===== src/rtl/pipe_stage_q_pkg.sv =====
// -----------------------------------------------------------------------------
// pipe_stage_q_pkg
// Shared instruction-id definitions for in-order front-end structures
// (stage buffers, ROB, branch queue).
//   id_t          : default-width instruction id
//   wide_id_t     : container wide enough for any supported id width
//   id_is_younger : modular age comparison for ids of a given width
// -----------------------------------------------------------------------------
package pipe_stage_q_pkg;

   localparam int unsigned MAX_ID_W = 32;
   localparam int unsigned DEF_ID_W = 8;

   typedef logic [DEF_ID_W-1:0] id_t;
   typedef logic [MAX_ID_W-1:0] wide_id_t;

   // a is younger than b when (a-b) mod 2^w is non-zero with its MSB clear.
   // Callers zero-extend their ids into wide_id_t and pass their own width w.
   function automatic logic id_is_younger(input wide_id_t a, input wide_id_t b,
                                          input int unsigned w);
      wide_id_t mask;
      wide_id_t diff;
      mask = {MAX_ID_W{1'b1}} >> (MAX_ID_W - w);
      diff = (a - b) & mask;
      return (diff != '0) && (((diff >> (w - 1)) & wide_id_t'(1)) == '0);
   endfunction

endpackage


===== src/rtl/pipe_stage_q_if.sv =====
// -----------------------------------------------------------------------------
// pipe_stage_q_if
// Handshake bundle of a pipe_stage_q: upstream push side, downstream pop side
// and the squash/flush controls.
//   master : producer/consumer/control side (drives valid, data, ready, kills)
//   slave  : the buffer itself
// -----------------------------------------------------------------------------
interface pipe_stage_q_if #(
   parameter int unsigned DATA_W = 64,
   parameter int unsigned ID_W   = 8
);
   logic              in_valid;
   logic              in_ready;
   logic [DATA_W-1:0] in_data;
   logic [ID_W-1:0]   in_id;
   logic              out_valid;
   logic              out_ready;
   logic [DATA_W-1:0] out_data;
   logic [ID_W-1:0]   out_id;
   logic              squash_valid;
   logic [ID_W-1:0]   squash_id;
   logic              flush;

   modport master (
      output in_valid, in_data, in_id, out_ready, squash_valid, squash_id, flush,
      input  in_ready, out_valid, out_data, out_id
   );

   modport slave (
      input  in_valid, in_data, in_id, out_ready, squash_valid, squash_id, flush,
      output in_ready, out_valid, out_data, out_id
   );
endinterface


===== src/rtl/pipe_stage_q_kill.sv =====
// -----------------------------------------------------------------------------
// pipe_stage_q_kill
// Combinational squash evaluation over the buffer contents viewed from head.
//   occ          : occupancy mask, bit i = entry head+i present
//   ids          : ids of the entries, index 0 = head
//   squash_valid : selective squash request
//   squash_id    : squashing id (survives; strictly younger ids die)
//   flush        : kill everything
//   surv_cnt     : number of entries remaining after the kill
//   head_kill    : the head entry is killed this cycle
// -----------------------------------------------------------------------------
module pipe_stage_q_kill
   import pipe_stage_q_pkg::*;
#(
   parameter  int unsigned ID_W  = 8,
   parameter  int unsigned DEPTH = 2,
   localparam int unsigned CNT_W = $clog2(DEPTH + 1)
) (
   input  logic [DEPTH-1:0] occ,
   input  logic [ID_W-1:0]  ids [DEPTH],
   input  logic [ID_W-1:0]  squash_id,
   input  logic             squash_valid,
   input  logic             flush,
   output logic [CNT_W-1:0] surv_cnt,
   output logic             head_kill
);

   // Entries are held in id order, so the survivors form a prefix: count
   // leading occupied entries until the first one younger than squash_id.
   always_comb begin
      logic alive;
      logic young;
      surv_cnt  = '0;
      head_kill = 1'b0;
      alive     = 1'b1;
      young     = 1'b0;
      if (flush) begin
         head_kill = occ[0];
      end else begin
         for (int i = 0; i < int'(DEPTH); i++) begin
            young = squash_valid &&
                    id_is_younger(wide_id_t'(ids[i]), wide_id_t'(squash_id), ID_W);
            if (alive && occ[i] && !young) begin
               surv_cnt = surv_cnt + CNT_W'(1);
            end else begin
               alive = 1'b0;
            end
         end
         head_kill = occ[0] && squash_valid &&
                     id_is_younger(wide_id_t'(ids[0]), wide_id_t'(squash_id), ID_W);
      end
   end

endmodule


===== src/rtl/pipe_stage_q.sv =====
// -----------------------------------------------------------------------------
// pipe_stage_q
// Elastic in-order pipeline buffer of DEPTH entries with selective squash and
// full flush, used between front-end stages in place of a stage register.
//   clk, rstn : clock, synchronous active-low reset
//   q         : pipe_stage_q_if.slave (push side, pop side, squash, flush)
//   count_o   : registered occupancy
// Optional build macro PIPE_Q_BYPASS_EN: an empty buffer forwards an incoming
// entry straight to the outputs when downstream is ready (0-cycle latency).
// Without it there is no combinational in->out path.
// -----------------------------------------------------------------------------
module pipe_stage_q
   import pipe_stage_q_pkg::*;
#(
   parameter  int unsigned DATA_W = 64,
   parameter  int unsigned ID_W   = 8,
   parameter  int unsigned DEPTH  = 2,
   localparam int unsigned CNT_W  = $clog2(DEPTH + 1)
) (
   input  logic             clk,
   input  logic             rstn,
   pipe_stage_q_if.slave    q,
   output logic [CNT_W-1:0] count_o
);

   localparam int unsigned PTR_W = (DEPTH > 1) ? $clog2(DEPTH) : 1;

   logic [DATA_W-1:0] data_q [DEPTH];
   logic [ID_W-1:0]   id_q   [DEPTH];
   logic [PTR_W-1:0]  head_q, head_d;
   logic [PTR_W-1:0]  tail_q, tail_d;
   logic [CNT_W-1:0]  count_q, count_d;
   logic              wr_en;
   logic [PTR_W-1:0]  wr_ptr;

   logic [DEPTH-1:0]  occ;
   logic [ID_W-1:0]   ids_ord [DEPTH];
   logic [CNT_W-1:0]  surv_cnt;
   logic              head_kill;

   logic              in_killed;
   logic              push;
   logic              keep;
   logic              stored_valid;
   logic              pop;
   logic              bypass;

   // Pointer advance with explicit wrap; p < DEPTH and n <= DEPTH.
   function automatic logic [PTR_W-1:0] ptr_add(input logic [PTR_W-1:0] p,
                                                input logic [CNT_W-1:0] n);
      int unsigned s;
      s = 32'(p) + 32'(n);
      if (s >= DEPTH) s = s - DEPTH;
      return PTR_W'(s);
   endfunction

   // Contents viewed from head for the kill evaluation.
   always_comb begin
      occ = '0;
      for (int i = 0; i < int'(DEPTH); i++) begin
         occ[i]     = CNT_W'(i) < count_q;
         ids_ord[i] = id_q[ptr_add(head_q, CNT_W'(i))];
      end
   end

   pipe_stage_q_kill #(
      .ID_W  (ID_W),
      .DEPTH (DEPTH)
   ) u_kill (
      .occ          (occ),
      .ids          (ids_ord),
      .squash_id    (q.squash_id),
      .squash_valid (q.squash_valid),
      .flush        (q.flush),
      .surv_cnt     (surv_cnt),
      .head_kill    (head_kill)
   );

   // Handshake and kill qualification of the incoming entry.
   assign q.in_ready = (count_q < CNT_W'(DEPTH)) && rstn;
   assign push       = q.in_valid && q.in_ready;
   assign in_killed  = q.flush ||
                       (q.squash_valid &&
                        id_is_younger(wide_id_t'(q.in_id), wide_id_t'(q.squash_id), ID_W));

   // Head is masked in the cycle it is killed, so a pop never removes a victim.
   assign stored_valid = rstn && (count_q != '0) && !q.flush && !head_kill;

`ifdef PIPE_Q_BYPASS_EN
   assign bypass = rstn && (count_q == '0) && q.in_valid && q.out_ready && !in_killed;
`else
   assign bypass = 1'b0;
`endif

   assign q.out_valid = stored_valid || bypass;
   assign q.out_data  = bypass ? q.in_data : data_q[head_q];
   assign q.out_id    = bypass ? q.in_id   : id_q[head_q];

   assign pop     = stored_valid && q.out_ready;
   assign keep    = push && !in_killed && !bypass;
   assign count_o = count_q;

   // Next pointers/count: flush, else squash truncation, then pop and push.
   always_comb begin
      logic [CNT_W-1:0] base_cnt;
      logic [PTR_W-1:0] base_tail;
      head_d    = head_q;
      tail_d    = tail_q;
      count_d   = count_q;
      wr_en     = 1'b0;
      wr_ptr    = tail_q;
      base_cnt  = count_q;
      base_tail = tail_q;
      if (q.squash_valid) begin
         base_cnt  = surv_cnt;
         base_tail = ptr_add(head_q, surv_cnt);
      end
      if (q.flush) begin
         head_d  = '0;
         tail_d  = '0;
         count_d = '0;
      end else begin
         count_d = base_cnt;
         tail_d  = base_tail;
         wr_ptr  = base_tail;
         if (pop) begin
            head_d  = ptr_add(head_q, CNT_W'(1));
            count_d = count_d - CNT_W'(1);
         end
         if (keep) begin
            wr_en   = 1'b1;
            tail_d  = ptr_add(base_tail, CNT_W'(1));
            count_d = count_d + CNT_W'(1);
         end
      end
   end

   // Control state.
   always_ff @(posedge clk) begin
      if (!rstn) begin
         head_q  <= '0;
         tail_q  <= '0;
         count_q <= '0;
      end else begin
         head_q  <= head_d;
         tail_q  <= tail_d;
         count_q <= count_d;
      end
   end

   // Payload storage, intentionally not reset.
   always_ff @(posedge clk) begin
      if (wr_en) begin
         data_q[wr_ptr] <= q.in_data;
         id_q[wr_ptr]   <= q.in_id;
      end
   end

endmodule


===== src/flat_wrapper.sv =====
// flat-port wrapper written by rule: the top's interface ports become plain ports
module pipe_stage_q_flat import pipe_stage_q_pkg::*;
#(
   parameter  int unsigned DATA_W = 64,
   parameter  int unsigned ID_W   = 8,
   parameter  int unsigned DEPTH  = 2,
   localparam int unsigned CNT_W  = $clog2(DEPTH + 1)
)
  (clk, rstn, count_o, q_in_valid, q_in_data, q_in_id, q_out_ready, q_squash_valid, q_squash_id, q_flush, q_in_ready, q_out_valid, q_out_data, q_out_id);
  pipe_stage_q_if #(.DATA_W(DATA_W), .ID_W(ID_W)) q_i ();
  input  logic clk;
  input  logic rstn;
  output logic [CNT_W-1:0] count_o;
  input wire logic [$bits(q_i.in_valid)-1:0] q_in_valid;
  input wire logic [$bits(q_i.in_data)-1:0] q_in_data;
  input wire logic [$bits(q_i.in_id)-1:0] q_in_id;
  input wire logic [$bits(q_i.out_ready)-1:0] q_out_ready;
  input wire logic [$bits(q_i.squash_valid)-1:0] q_squash_valid;
  input wire logic [$bits(q_i.squash_id)-1:0] q_squash_id;
  input wire logic [$bits(q_i.flush)-1:0] q_flush;
  output wire logic [$bits(q_i.in_ready)-1:0] q_in_ready;
  output wire logic [$bits(q_i.out_valid)-1:0] q_out_valid;
  output wire logic [$bits(q_i.out_data)-1:0] q_out_data;
  output wire logic [$bits(q_i.out_id)-1:0] q_out_id;
  assign q_i.in_valid = q_in_valid;
  assign q_i.in_data = q_in_data;
  assign q_i.in_id = q_in_id;
  assign q_i.out_ready = q_out_ready;
  assign q_i.squash_valid = q_squash_valid;
  assign q_i.squash_id = q_squash_id;
  assign q_i.flush = q_flush;
  assign q_in_ready = q_i.in_ready;
  assign q_out_valid = q_i.out_valid;
  assign q_out_data = q_i.out_data;
  assign q_out_id = q_i.out_id;
  pipe_stage_q #(.DATA_W(DATA_W), .ID_W(ID_W), .DEPTH(DEPTH)) u_core (.clk(clk), .rstn(rstn), .q(q_i), .count_o(count_o));
endmodule

===== config.mk =====
export PLATFORM = sky130hd
export DESIGN_NAME = pipe_stage_q_flat
export DESIGN_NICKNAME = d
export VERILOG_FILES = /design/src/rtl/pipe_stage_q_pkg.sv /design/src/rtl/pipe_stage_q_if.sv /design/src/rtl/pipe_stage_q_kill.sv /design/src/rtl/pipe_stage_q.sv /design/src/flat_wrapper.sv
export SDC_FILE = /design/constraint.sdc
export NUM_CORES = 1
export LEC_CHECK = 0
export CAP_MARGIN = 15
export CELL_PAD_IN_SITES_DETAIL_PLACEMENT = 0
export CELL_PAD_IN_SITES_GLOBAL_PLACEMENT = 1
export CORE_MARGIN = 5
export CORE_UTILIZATION = 30
export DETAILED_ROUTE_END_ITERATION = 16
export HOLD_SLACK_MARGIN = 0.05
export PLACE_DENSITY = 0.67
export SLEW_MARGIN = 20
export SYNTH_ARGS = -nofsm -noshare
export SYNTH_HDL_FRONTEND = slang
export SYNTH_SLANG_ARGS = --single-unit

===== constraint.sdc =====
create_clock -name clk -period 17.5 [get_ports clk]
set_clock_uncertainty 0.1 [all_clocks]
set_input_delay 1.75 -clock clk [delete_from_list [all_inputs] [get_ports clk]]
set_output_delay 1.75 -clock clk [all_outputs]
set_load 0.005 [all_outputs]

After elaboration in Yosys (flattened, before gate mapping):

Memories as Yosys holds them, arrays and structs flattened. A register that Yosys moved wholly into a read port is not among the register bits.
Index checks and enable logic that the tools add are counted.

* bits of input ports: 86
* bits in writable memories: 144
* register bits: 4
* memories: 2

* mux-type cells: 26
* order comparisons: 7
* bitwise operators: 1
* reduce and logical (&&, ||, !) cells: 32
* add/subtract/negate cells: 13

Memories
* u_core.data_q: words 2, bits a word 64, read ports 1, clocked after Yosys merged registers in 1, wr ports 1, line pipe_stage_q.sv:28 `logic [DATA_W-1:0] data_q [DEPTH];`
* u_core.id_q: words 2, bits a word 8, read ports 3, clocked after Yosys merged registers in 1, wr ports 1, line pipe_stage_q.sv:29 `logic [ID_W-1:0] id_q [DEPTH];`

Operators by type and width (count)
* $logic_not 32->1: 3
* $reduce_bool 32->1: 3
* $sub 8x8->8: 3
* $mux 1: 19
* $logic_and 1x1->1: 18
* $mux 2: 7
* $logic_not 1->1: 5
* $add 1x1->2 const B: 2
* $add 2x1->2 const B: 2
* $ge 2x2->1 const B: 2
* $lt 1x2->1 const A: 2
* $sub 1x1->1 const B: 4
* $add 1x2->3: 1
* $ge 3x2->1 const B: 1
* $ge 1x2->1 const B: 1
* $lt 2x2->1 const B: 1
* $reduce_bool 2->1: 1
* $reduce_or 2->1: 1
* $sub 2x1->2 const B: 1
* $logic_or 1x1->1: 1
* $not 1->1: 1

Longest topological paths before layout:

Gate-level depths: netlist (run 1).
An unclocked memory read counts as a cell.

* depth after elaboration: 23
* depth in mapped cells: 19

Modules after synthesis:

Synthesis (run 1) repeated with hierarchy kept, for this count alone.

* cell total of the unflattened synthesis: 423
* area, all modules: 6703.9 µm²

Modules (own cells, without submodules)
* pipe_stage_q: cells an instance 329, area an instance 6012.0 µm², instances 1
* pipe_stage_q_kill: cells an instance 94, area an instance 691.9 µm², instances 1

Least setup slack after synthesis (run 1):

No wires, ideal clock.

* path kind: input -> register
* start point: input port q_squash_id[0]
* end point: memory u_core.data_q[0][0], enable pin
* data required time: 16.890 ns
* stages on the path: 15
* arrival time: 7.252 ns
* path slack: 9.638 ns
* path buffers: 0
* path through: ha_1 fa_1 nor2b_1 o221ai_1 a21oi_1 xor2_1 o221ai_1 o21ai_0 inv_1 ha_1 nor2b_1 xnor2_1 nand2_1 o21ai_0 nor2b_1

* word-level cells in the longest chain between the ends: 17

RTL lines
* start, declared: line flat_wrapper.sv:19 `input wire logic [$bits(q_i.squash_id)-1:0] q_squash_id;`
* parallel branches: the longest is 17 deep, another holds $sub 8x8->8
* end, declared: line pipe_stage_q.sv:28

Several ways; the timed one is not identified. The select of a mux whose other input is x is not followed.

Final worst setup path (run 1):

* start point: input port q_squash_id[0]
* end point: output port q_out_valid

* word-level cells in the longest chain between the ends: 7

RTL lines
* $sub 8x8->8 (*): line pipe_stage_q_pkg.sv:24 `diff = (a - b) & mask;`
* $reduce_bool 32->1 or $logic_not 32->1 (tied branches): line pipe_stage_q_pkg.sv:25 `return (diff != '0) && (((diff >> (w - 1)) & wide_id_t'(1)) == '0);`
* $logic_and 1x1->1 (*): line pipe_stage_q_pkg.sv:25
* $logic_and 1x1->1 (*): line pipe_stage_q_kill.sv:49 `head_kill = occ[0] && squash_valid &&`
* $mux 1 (*): line pipe_stage_q_kill.sv:37 `if (flush) begin`
* $logic_not 1->1 (*): line pipe_stage_q.sv:87 `assign stored_valid = rstn && (count_q != '0) && !q.flush && !head_kill;`
* $logic_and 1x1->1 (*): line pipe_stage_q.sv:87
* end, declared: line flat_wrapper.sv:22 `output wire logic [$bits(q_i.out_valid)-1:0] q_out_valid;`

Every way passes the cells marked *; elsewhere a longest branch is shown, timed or not.

==> results of run 1 <==
==> cell type report <==
type | instances | area [µm²] | share of cell area [%]
well taps | 280 | 350 | 3.86
flip-flops and latches | 149 | 4430 | 48.8
clock buffers | 19 | 433 | 4.77
clock inverters | 13 | 149 | 1.64
inverters | 19 | 71.3 | 0.785
repair buffers | 163 | 1630 | 17.9
multi-input cells | 217 | 2020 | 22.3
==> state kept, by name, indices dropped and copies added, names as in the netlist, named ones only <==
name / flops
u_core.data_q: 128
u_core.id_q: 16
u_core.head_q: 1
u_core.tail_q: 1
u_core.count_o: 2
==> per-stage QoR <==
| stage | cells | util (%) |
|---|---|---|
| 6_report | 860 | 41.9 |
| 5_1_grt | 860 | 41.9 |
| 4_1_cts | 860 | 41.9 |
| 3_5_place_dp | 828 | 39.2 |
| 3_3_place_gp | 828 | 39.2 |
| 2_1_floorplan | 396 | - |
==> worst max-delay path, delay by kind of cell <==
kind	cells	cell delay, ns
AO/OA/AOI/OAI	4	0.92
buffers and inverters	2	1.01
adder cells (fa/ha/maj)	2	0.63
XOR/XNOR	1	0.08
AND/OR/NAND/NOR	2	0.34
==> report_power, final <==
| group | total, mW | internal (mW) | switching (mW) |
|---|---|---|---|
| logic | 0.0731 | 0.0411 | 0.0320 |
| registers | 0.402 | 0.400 | 0.00210 |
| clock network | 0.357 | 0.212 | 0.144 |
| total | 0.832 | 0.653 | 0.179 |
==> cell usage after synthesis (2+ instances only) <==
library cell / n
a21boi_0: 3
a21o_1: 3
a21oi_1: 9
a31oi_1: 3
and3_1: 2
clkbuf_1: 8
dfxtp_1: 5
edfxtp_1: 144
fa_1: 3
ha_1: 22
inv_1: 19
mux2_2: 75
mux2i_1: 9
nand2_1: 5
nand2b_1: 3
nand3_1: 3
nor2_1: 12
nor2b_1: 10
nor3_1: 4
nor3b_1: 2
o2111ai_1: 4
o211ai_1: 2
o21a_1: 3
o21ai_0: 10
o221ai_1: 2
xnor2_1: 7
xor2_1: 8
==> cells by family (layout without fill, tap and decap cells) <==
kind of cell               Yosys count  count (layout)  share of synthesized area (%)
DFF                                149             149                           67.5
muxes                               85              85                           14.4
AOI/OAI and AO/OA                   46              46                           5.12
and+or+nand+nor                     45              45                           3.65
buffers and inverters               30             214                           1.85
adders and majority gates           25              25                           5.12
xor gates and xnor gates            16              16                           2.35
==> per-layer routing <==
layer / GRT usage, % / part of all wire [%] / vias up
li1: - / - / 1873
met2: 20.2 / 51 / 108
met4: 3.24 / 1.2 / 0
met1: 14.4 / 42 / 1913
met3: 3.31 / 5.7 / 12
met5: 0 / 0 / -
==> how the worst max path moves through the flow <==
stage / endpoint / slack, ns / depth (start not counted)
global placement: q_out_valid / 10.89 / 11
CTS: q_out_valid / 10.89 / 11
finish: q_out_valid / 10.92 / 11
floorplan: u_core.data_q[0][0] / 9.64 / 15
global route: q_out_valid / 10.74 / 11
detailed placement: q_out_valid / 10.89 / 11
==> cells in the final DEF, fill, tap and decap left out, types with 7 or more instances in the layout <==
cell type | synthesis | routed
nor2b_1 | 10 | 9
clkbuf_16 | 0 | 17
mux2_2 | 75 | 75
edfxtp_1 | 144 | 144
a21oi_1 | 9 | 9
xor2_1 | 8 | 8
mux2i_1 | 9 | 9
o21ai_0 | 10 | 10
clkdlybuf4s50_1 | 0 | 161
inv_1 | 19 | 19
nor2_1 | 12 | 11
ha_1 | 22 | 22
xnor2_1 | 7 | 7
==> qor.yml, run 1 <==
yosys:
  synth_flop_cell: "edfxtp_1"
  ys_ff_latch: 149
  synth.top_cells.by_area: "edfxtp_1 66%, mux2_2 13%, ha_1 4.2%"
  synthCells: 396
  synth_largest_area_cell: "edfxtp_1"
  synth-edff-count: 144
  syn_area_per_cell_um2: 16.6
  ys_warn_count: 0
  synth.distinct_cells: 43
  syn_area_um2: 6560
  syn_nets: 507
  yosysTopAreaCellShare_pct: 66.0
  ys_seq_area_share_pct: 67.5
  synthArstFlopShare_pct: 0
pwr:
  max-vdd-ir-drop_mv: 0.0491
  power_leakage_nw: 3.12
  power_mw: 0.832
  power_density_nw_per_um2: 91.6
die:
  ios: 162
  die_w_um: 158
  rows: 54
  initial_core_util_pct: 30.2
  die_area_um2: 24900
  core_um2: 21700
  die_y_um: 158
timing:
  final_max_slew_viol_count: 0
  hold_viol_final: 0
  max_freq_mhz: 152
  fin_crit_ns: 6.58
  fin_crit_sh_pct: 37.6
  tightest_slew_ns: 1.07
  finalSetupViolations: 0
  slew_headroom_pct: 29.0
  hold_ws_ns: 0.689
  rsz0062_at_grt: "no"
  setup_ws_ns: 10.92
  timing.setup.tns_ns: 0
placement:
  io_buffers: 161
  place_area_um2: 8500
  dp_hpwl_um: 10300
  dp_slack_ns: 10.89
  gp_congestion: 0.829
worst_hold_path:
  hp-start: "u_core.tail_q"
  whs_path_depth: 3
  min_to: "u_core.tail_q"
  hold_class: "reg2reg"
worst_setup_path:
  slowest_stage: "clkdlybuf4s50_1"
  slowest_delay_ns: 0.54
  crit_chain: "clkdlybuf4s50_1 -> ha_1 -> fa_1 -> nor2b_1 -> o221ai_1 -> a21oi_1 -> xor2_1 -> o221ai_1 -> o21ai_0 -> nor2_1 -> clkdlybuf4s50_1"
  r2r-end: "u_core.data_q[0][7]"
  critPathCaptureType: "primary output"
  rrSetupSlack_ns: 11.77
  crit_arrival_ns: 4.73
  crit_start: "q_squash_id[0]"
  cp-start-kind: "input pin"
  path_class: "in2out"
  worstRegToRegCells: 17
  crit_path_max_fanout: 3
  cp.required_ns: 15.65
detailed_routing:
  drc: 0
  first_pass_iters: 4
  drt_iter0_drc: 204
  wl_per_cell_um: 17.1
  ant_nets: 0
  wirelength_um: 14700
  vias: 3906
  routed_via_density: 4.54
status:
  status: "finished clean"
clocking:
  tritoncts: "built"
  worstSkewPairLatency_ns: 0.41
  clkTransAtPathRegs_ns: 0.06
  cts_buffers: 17
  clockBufferDepth: 2
  htreeDepth: 4
  cts_hold_buf: 0
  post_cts_buffers: 0
  cts_resized: 0
  cts-root-buf: "clkbuf_16"
  numClockSinks: 149
global_route:
  grt_pass1_vias: 4116
  grt_max_degree: 73
  antenna_found_initial: 0
  grt_pass1_wl_um: 22400
  grt_usage_pct: 11.7
  grt_overflow_total: 0
finish:
  drive_gt1_share_pct: 19.7
  diodes: 0
  fin_nets: 678
  fin_area_um2: 9080
  n_fill_cell: 1956
  areaGrowthSynthToFinish_pct: 38.6
flow_run:
  maxCapViolCount: 0
Power figures use the tool's default switching activity.
==> run 2: changes to the inputs <==
--- a/config.mk
+++ b/config.mk
@@ -12,7 +12,7 @@
 export CORE_UTILIZATION = 30
 export DETAILED_ROUTE_END_ITERATION = 16
 export HOLD_SLACK_MARGIN = 0.05
-export PLACE_DENSITY = 0.67
+export PLACE_DENSITY = 0.69
 export SLEW_MARGIN = 20
 export SYNTH_ARGS = -nofsm -noshare
 export SYNTH_HDL_FRONTEND = slang
==> constraint.sdc (replaced) <==
create_clock -name clk -period 5.55 [get_ports clk]
set_clock_uncertainty 0.1 [all_clocks]
set_input_delay 0.555 -clock clk [delete_from_list [all_inputs] [get_ports clk]]
set_output_delay 0.555 -clock clk [all_outputs]
set_load 0.005 [all_outputs]
==> qor.yml, run 2 (synthesis gave the netlist of run 1 again) <==
status:
  status: "finished clean"
detailed_routing:
  ant_nets: 0
  drc: 0
  routed_via_density: 4.58
  first_pass_iters: 4
  vias: 3952
  wl_per_cell_um: 17.2
  drt_iter0_drc: 112
  wirelength_um: 14900
worst_setup_path:
  crit_chain: "mux2i_1 -> inv_1 -> ha_1 -> nor2b_1 -> o2111a_1 -> o21a_1 -> o2111ai_1 -> o221ai_1 -> o21ai_0 -> inv_1 -> ha_1 -> nor2b_1 -> xnor2_1 -> nand2_1 -> o21ai_0 -> nor2b_4 -> buf_12"
  crit_family: "compound AO/OA/AOI/OAI gates"
  slowest_delay_ns: 0.63
  cp-start-kind: "register"
  crit_path_max_fanout: 72
  cp.required_ns: 5.51
  path_class: "reg2reg"
  critPathCaptureType: "register"
  crit_arrival_ns: 4.64
  crit_buf_inv: 3
  rrSetupSlack_ns: 0.88
  slowest_stage: "dfxtp_4"
global_route:
  grt_pass1_wl_um: 22400
  grt_usage_pct: 11.9
  grt_overflow_total: 0
  grt_max_degree: 73
  antenna_found_initial: 0
  grt_pass1_vias: 4157
pwr:
  power_density_nw_per_um2: 282
  power_leakage_nw: 3.13
  max-vdd-ir-drop_mv: 0.160
placement:
  dp_hpwl_um: 10700
  place_area_um2: 8540
  io_buffers: 161
  gp_congestion: 0.854
timing:
  fin_crit_sh_pct: 84.2
  final_max_slew_viol_count: 0
  max_freq_mhz: 214
  hold_viol_final: 0
  fin_crit_ns: 4.67
  finalSetupViolations: 0
  tightest_slew_ns: 0.601
  slew_headroom_pct: 59.9
  timing.setup.tns_ns: 0
  rsz0062_at_grt: "no"
worst_hold_path:
  hp-start: "q_in_data[43]"
  hold_class: "in2reg"
finish:
  fin_nets: 681
  diodes: 0
  final_cell_mix: "161 x clkdlybuf4s50_1, 144 x edfxtp_1, 75 x mux2_2, 22 x ha_1, 19 x inv_1"
  drive_gt1_share_pct: 20.4
  areaGrowthSynthToFinish_pct: 38.9
  layout_commonest_cell: "clkdlybuf4s50_1"
  largest_reg_flops: 128
  fin_area_um2: 9100
  largest_register: "u_core.data_q"
die:
  rows: 54
  core_um2: 21700
  die_area_um2: 24900
  ios: 162
  die_w_um: 158
  initial_core_util_pct: 30.2
  die_y_um: 158
clocking:
  clockBufferDepth: 2
  cts-root-buf: "clkbuf_16"
  post_cts_buffers: 0
  cts_buffers: 17
  cts_resized: 0
  cts_hold_buf: 0
  worstSkewPairLatency_ns: 0.41
  htreeDepth: 4
  numClockSinks: 149
  clkTransAtPathRegs_ns: 0.07
  tritoncts: "built"
flow_run:
  maxCapViolCount: 0
-- run 2: cell types whose count changed in the layout (fill, tap and decap cells not counted), sizes merged --
cell    change
buf         +3
bufinv      -2
clkbuf      -2
clkinv      +2
inv         +2
-- run 2: path summary, 6_finish.rpt --
path                               end  depth (start not counted)
setup / recovery  u_core.data_q[0][56]                         17
hold / removal    u_core.data_q[0][43]                          1
setup reg to reg  u_core.data_q[0][56]                         17
hold reg to reg               register                          3
-- run 2: worst register-to-register path, stage by stage, from the launching register on --
cell,delay (ns)
dfxtp_4,0.63
mux2i_1,0.37
inv_1,0.10
ha_1,0.29
nor2b_1,0.14
o2111a_1,0.27
o21a_1,0.19
o2111ai_1,0.21
o221ai_1,0.21
o21ai_0,0.16
inv_1,0.07
ha_1,0.27
nor2b_1,0.20
xnor2_1,0.15
nand2_1,0.07
o21ai_0,0.23
nor2b_4,0.27
buf_12,0.37
-- run 2: metal layers --
layer | vias up | GRT usage [%] | share of wire [%]
met5 | - | 0 | 0
met4 | 0 | 3.81 | 1.6
met3 | 16 | 3.64 | 6.3
met2 | 115 | 20.3 | 51
met1 | 1936 | 14.5 | 41
li1 | 1885 | - | -
-- run 2: per-stage QoR --
stage	utilization, %	hold WS (ns)	setup slack (ns)	instances	power [mW]
after floorplan	-	0.554	0.299	396	1.39
after global placement	39.4	0.623	0.777	831	1.52
after detailed placement	39.4	0.636	0.653	831	1.52
after CTS	42.0	0.591	0.802	863	2.61
after global routing	42.0	0.604	0.436	863	2.69
final	42.0	0.623	0.878	863	2.57
-- run 2: area by class of cell --
class | count | area (µm²)
Inverter | 19 | 71.3
Clock inverter | 15 | 143
Sequential cell | 149 | 4430
Multi-Input combinational cell | 217 | 2020
Timing Repair Buffer | 166 | 1660
Tap cell | 280 | 350
Clock buffer | 17 | 425
Fill cell | 1963 | 12600
-- run 2: power breakdown --
group | switching [mW] | leakage (nW) | total (mW) | internal (mW)
Combinational | 0.103 | 1.51 | 0.234 | 0.131
Sequential | 0.00581 | 1.35 | 1.26 | 1.26
Clock | 0.482 | 0.273 | 1.07 | 0.590
Total | 0.591 | 3.13 | 2.57 | 1.98
